$ cat config.mk
export PLATFORM = sky130hd
export DESIGN_NAME = uart_rx_fifo_flat
export DESIGN_NICKNAME = d
export VERILOG_FILES = /design/src/rtl/uart_rx_fifo_if.sv /design/src/rtl/uart_rx_fifo.sv /design/src/flat_wrapper.sv
export SDC_FILE = /design/constraint.sdc
export NUM_CORES = 1
export LEC_CHECK = 0
export ABC_AREA = 1
export CORE_MARGIN = 2
export CORE_UTILIZATION = 60
export CTS_CLUSTER_DIAMETER = 80
export DETAILED_ROUTE_END_ITERATION = 7
export PLACE_DENSITY_LB_ADDON = 0.2
export SETUP_SLACK_MARGIN = 0.5
export SKIP_LAST_GASP = 1
export SLEW_MARGIN = 20
export SYNTH_ARGS = -nofsm -noshare
export SYNTH_HDL_FRONTEND = slang
export SYNTH_SLANG_ARGS = --single-unit
export TNS_END_PERCENT = 100
$ cat constraint.sdc
create_clock -name clk_i -period 4.4 [get_ports clk_i]
set_input_delay 0.66 -clock clk_i [delete_from_list [all_inputs] [get_ports clk_i]]
set_output_delay 0.66 -clock clk_i [all_outputs]
set_load 0.005 [all_outputs]
$ cat src/rtl/uart_rx_fifo_if.sv
// rtl/uart_rx_fifo_if.sv - handshake/status bundle between the UART receive FIFO and its neighbours
interface uart_rx_fifo_if #(
    parameter int WORD_BITS = 8,
    parameter int ADDR_BITS = 4
);
    logic                 wr_i;
    logic [WORD_BITS-1:0] wr_data_i;
    logic                 rd_i;
    logic                 clear_i;
    logic [WORD_BITS-1:0] rd_data_o;
    logic                 empty_o;
    logic                 full_o;
    logic [ADDR_BITS:0]   count_o;
    logic                 overflow_o;
    logic                 underflow_o;

    modport master (
        output wr_i, wr_data_i, rd_i, clear_i,
        input  rd_data_o, empty_o, full_o, count_o, overflow_o, underflow_o
    );

    modport slave (
        input  wr_i, wr_data_i, rd_i, clear_i,
        output rd_data_o, empty_o, full_o, count_o, overflow_o, underflow_o
    );
endinterface

$ cat src/rtl/uart_rx_fifo.sv
// rtl/uart_rx_fifo.sv - first-word-fall-through receive FIFO with sticky overflow/underflow flags
module uart_rx_fifo #(
    parameter int WORD_BITS = 8,
    parameter int ADDR_BITS = 4
) (
    input logic           clk_i,
    input logic           reset_i,
    uart_rx_fifo_if.slave bus
);
    localparam int                 DEPTH     = 1 << ADDR_BITS;
    localparam logic [ADDR_BITS:0] CNT_FULL  = (ADDR_BITS + 1)'(DEPTH);
    localparam logic [ADDR_BITS:0] CNT_ONE   = (ADDR_BITS + 1)'(1);
    localparam logic [ADDR_BITS-1:0] PTR_ONE = ADDR_BITS'(1);

    logic [WORD_BITS-1:0] mem [DEPTH];
    logic [ADDR_BITS-1:0] wr_ptr;
    logic [ADDR_BITS-1:0] rd_ptr;
    logic [ADDR_BITS:0]   count;
    logic                 overflow;
    logic                 underflow;

    logic empty;
    logic full;
    logic wr_ok;
    logic rd_ok;

    assign empty = (count == '0);
    assign full  = (count == CNT_FULL);

    // A full FIFO still takes a write when a pop frees the same slot this cycle
    assign wr_ok = bus.wr_i && (!full || bus.rd_i);
    assign rd_ok = bus.rd_i && !empty;

    assign bus.rd_data_o   = mem[rd_ptr];
    assign bus.empty_o     = empty;
    assign bus.full_o      = full;
    assign bus.count_o     = count;
    assign bus.overflow_o  = overflow;
    assign bus.underflow_o = underflow;

    // Storage write; not reset, and suppressed by clear or an asserted reset
    always_ff @(posedge clk_i) begin
        if (wr_ok && !bus.clear_i && !reset_i) begin
            mem[wr_ptr] <= bus.wr_data_i;
        end
    end

    // Pointers, occupancy and sticky flags; clear wins over both strobes
    always_ff @(posedge clk_i or posedge reset_i) begin
        if (reset_i) begin
            wr_ptr    <= '0;
            rd_ptr    <= '0;
            count     <= '0;
            overflow  <= 1'b0;
            underflow <= 1'b0;
        end else if (bus.clear_i) begin
            wr_ptr    <= '0;
            rd_ptr    <= '0;
            count     <= '0;
            overflow  <= 1'b0;
            underflow <= 1'b0;
        end else begin
            if (wr_ok) begin
                wr_ptr <= wr_ptr + PTR_ONE;
            end
            if (rd_ok) begin
                rd_ptr <= rd_ptr + PTR_ONE;
            end
            if (wr_ok && !rd_ok) begin
                count <= count + CNT_ONE;
            end else if (rd_ok && !wr_ok) begin
                count <= count - CNT_ONE;
            end
            if (bus.wr_i && full && !bus.rd_i) begin
                overflow <= 1'b1;
            end
            if (bus.rd_i && empty) begin
                underflow <= 1'b1;
            end
        end
    end
endmodule

$ cat src/flat_wrapper.sv
// flat-port wrapper written by rule: the top's interface ports become plain ports
module uart_rx_fifo_flat 
#(
    parameter int WORD_BITS = 8,
    parameter int ADDR_BITS = 4
)
  (clk_i, reset_i, bus_wr_i, bus_wr_data_i, bus_rd_i, bus_clear_i, bus_rd_data_o, bus_empty_o, bus_full_o, bus_count_o, bus_overflow_o, bus_underflow_o);
  uart_rx_fifo_if #(.WORD_BITS(WORD_BITS), .ADDR_BITS(ADDR_BITS)) bus_i ();
  input logic clk_i;
  input logic reset_i;
  input wire logic [$bits(bus_i.wr_i)-1:0] bus_wr_i;
  input wire logic [$bits(bus_i.wr_data_i)-1:0] bus_wr_data_i;
  input wire logic [$bits(bus_i.rd_i)-1:0] bus_rd_i;
  input wire logic [$bits(bus_i.clear_i)-1:0] bus_clear_i;
  output wire logic [$bits(bus_i.rd_data_o)-1:0] bus_rd_data_o;
  output wire logic [$bits(bus_i.empty_o)-1:0] bus_empty_o;
  output wire logic [$bits(bus_i.full_o)-1:0] bus_full_o;
  output wire logic [$bits(bus_i.count_o)-1:0] bus_count_o;
  output wire logic [$bits(bus_i.overflow_o)-1:0] bus_overflow_o;
  output wire logic [$bits(bus_i.underflow_o)-1:0] bus_underflow_o;
  assign bus_i.wr_i = bus_wr_i;
  assign bus_i.wr_data_i = bus_wr_data_i;
  assign bus_i.rd_i = bus_rd_i;
  assign bus_i.clear_i = bus_clear_i;
  assign bus_rd_data_o = bus_i.rd_data_o;
  assign bus_empty_o = bus_i.empty_o;
  assign bus_full_o = bus_i.full_o;
  assign bus_count_o = bus_i.count_o;
  assign bus_overflow_o = bus_i.overflow_o;
  assign bus_underflow_o = bus_i.underflow_o;
  uart_rx_fifo #(.WORD_BITS(WORD_BITS), .ADDR_BITS(ADDR_BITS)) u_core (.clk_i(clk_i), .reset_i(reset_i), .bus(bus_i));
endmodule
==> results.json <==
{
  "die_x_um": 105,
  "syn_inst": 531,
  "status": "finished clean",
  "cp_slowest_stage_delay_ns": 0.55,
  "nFillCells": 680,
  "post-route-period-util_pct": 84.1,
  "hpwl_um": 8850,
  "final_cell_mix": "edfxtp_1, nor2_1, o21ai_0, nand2_1, nand3_1",
  "area_delta_synth_final_pct": 15.7,
  "drv_slew": 0,
  "ys.warnings.count": 0,
  "first_iter_violations": 532,
  "clk_pin_slew_ns": 0.06,
  "peakVddDrop_mv": 0.347,
  "worstPathArrival_ns": 3.04,
  "finalCriticalPeriod_ns": 3.70,
  "leakage_nw": 2.51,
  "ctsHtreeMaxLevel": 4,
  "drv_cap": 0,
  "start_util_pct": 62.3,
  "setup-violations-final": 0,
  "final_cells": 704,
  "synth_area_mm2": 0.00612,
  "grt_pass1_vias": 4015,
  "finalWirelength_um": 14500,
  "clk_latency_ns": 0.53,
  "grt_overflow_total": 0,
  "drive_gt1_share_pct": 7.18,
  "n_antenna_cell": 0,
  "place_area_mm2": 0.00646,
  "cp_max_fo": 40,
  "clock-sinks": 143,
  "cp_top_family": "buffers and inverters",
  "ys_seq_area_share_pct": 69.0,
  "num_rows": 36,
  "hold_path.class": "in2async",
  "portBuffers": 29,
  "slew_headroom_pct": 36.5,
  "die_area_mm2": 0.0110,
  "antenna_found_initial": 0,
  "grt_pass1_wl_um": 22200,
  "crit_slowest_cell": "clkinvlp_4",
  "rsz0062_at_grt": "no",
  "total_power_mw": 3.81,
  "die_height_um": 105,
  "drc": 0,
  "dp_cells": 671,
  "cts_tree": "built",
  "clockRootBuffer": "clkbuf_8",
  "cts_buffers": 17,
  "crit_path_start_kind": "register",
  "worstSetupPathType": "reg2out",
  "crit_buf_inv": 3,
  "fin_util_pct": 72.1,
  "ios": 30,
  "cp-end-kind": "primary output",
  "finalHoldViolations": 0,
  "synth_cell_type_count": 29,
  "final_antenna_net_count": 0,
  "drt-vias-per-instance": 6.02,
  "vias": 4240,
  "path_cells": "buf_4, clkinvlp_4, nor2_1, o21ai_1, o211ai_1, nand3_1, nand2_1, clkdlybuf4s50_1",
  "coreArea_mm2": 0.00982,
  "drtPass1Iterations": 5,
  "synth.net_count": 554,
  "fin_skew_ns": 0.00682,
  "p_per_area_mw_per_mm2": 539,
  "finalNetCount": 581,
  "grt_usage_pct": 27.5,
  "holdBufCountCts": 0,
  "synth-seq-cells": 143,
  "cts_buffer_depth": 2,
  "avgSynthCellArea_um2": 11.5,
  "tightest_slew_ns": 0.949,
  "setup-tns-final_ns": 0,
  "grt_max_degree": 78,
  "max_freq_mhz": 270,
  "layout_commonest_cell": "edfxtp_1",
  "crit_required_ns": 3.74,
  "gp_congestion": 0.880,
  "stdcell_area_mm2": 0.00708,
  "route.detailed.wl_per_inst_um": 20.5
}
==> repair_timing <==
| action | 4_1_cts | 5_1_grt |
|---|---|---|
| setup endpoints to repair | 0 | 8 |
| endpoints found under the hold margin | 0 | 0 |
| buffers inserted | 0 | 1 |
| gates resized for setup | 0 | 2 |
==> state kept, by name, indices dropped and copies added (netlist names) <==
| register | cells |
|---|---|
| u_core.bus.count_o | 5 |
| u_core.bus.overflow_o | 1 |
| u_core.mem | 128 |
| u_core.bus.underflow_o | 1 |
| u_core.wr_ptr | 4 |
| u_core.rd_ptr | 4 |
==> worst paths after layout <==
path	cells after the start	slack, ns	endpoint	from
max	8	0.70	bus_rd_data_o[2]	u_core.rd_ptr[1]$_DFFE_PP0P_
min	3	0.46	u_core.bus.underflow_o$_DFFE_PP0P_	reset_i
max reg2reg	11	1.97	u_core.bus.count_o[4]$_DFFE_PP0P_	u_core.bus.count_o[1]$_DFFE_PP0P_
min reg2reg	2	0.50	u_core.bus.overflow_o$_DFFE_PP0P_	u_core.bus.overflow_o$_DFFE_PP0P_
max in group asynchronous	3	3.71	u_core.rd_ptr[0]$_DFFE_PP0P_	reset_i
min in group clk_i	2	0.50	u_core.bus.overflow_o$_DFFE_PP0P_	u_core.bus.overflow_o$_DFFE_PP0P_
==> stage by stage <==
step	setup slack [ns]	hold WS, ns
after floorplan	2.31	0.486
after global placement	1.13	0.476
after detailed placement	1.08	0.501
after CTS	0.526	0.444
after global routing	0.534	0.513
final	0.701	0.459
==> layer usage <==
layer / routed length, um / part of all wire, % / vias up / track usage (%)
met5: 0 / 0 / - / 0
met4: 396 / 2.7 / 0 / 11.9
met1: 5770 / 40 / 2029 / 38.2
met2: 6750 / 47 / 246 / 40.6
li1: - / - / 1932 / -
met3: 1540 / 11 / 33 / 8.42
==> cell families after synthesis <==
kind of cell,Yosys count,synth area share [%]
buf+inv,55,4.09
xor+xnor,3,0.430
compound gates,116,10.7
flops,143,69.0
fa+ha+maj,10,2.17
simple gates,204,13.7
==> final cells by class <==
type                       count  area (um^2)  area share [%]
clock buffer                  29          563            7.95
clock inverter                 3         40.0           0.566
inverter                      30          120            1.70
multi-input combinational    333         1650            23.3
sequential                   143         4220            59.6
tap                          133          166            2.35
timing repair buffer          33          320            4.52
==> Yosys cell counts (all sizes together) <==
cell type / n / area share, %
a211oi: 1 / 0.12
a21oi: 16 / 1.3
a31oi: 1 / 0.10
buf: 17 / 1.7
clkbuf: 8 / 0.51
clkinv: 3 / 0.18
dfrtp: 15 / 6.1
edfxtp: 128 / 63
fa: 1 / 0.33
ha: 9 / 1.8
inv: 27 / 1.7
nand2: 52 / 3.3
nand3: 38 / 3.3
nand4: 1 / 0.10
nor2: 111 / 6.9
nor3: 2 / 0.16
o211ai: 27 / 3.3
o21ai: 71 / 5.8
xnor2: 1 / 0.14
xor2: 2 / 0.29
==> power breakdown <==
group | leakage [nW] | internal, mW | switching [mW]
clock | 0.298 | 0.912 | 0.508
sequential | 1.35 | 1.52 | 0.0385
combinational | 0.860 | 0.321 | 0.517
==> tightest hold or removal path: stages <==
cell and delay, ns:
clkdlybuf4s50_1 0.39, inv_1 0.05, buf_4 0.26
(Power assumes the default switching activity.)
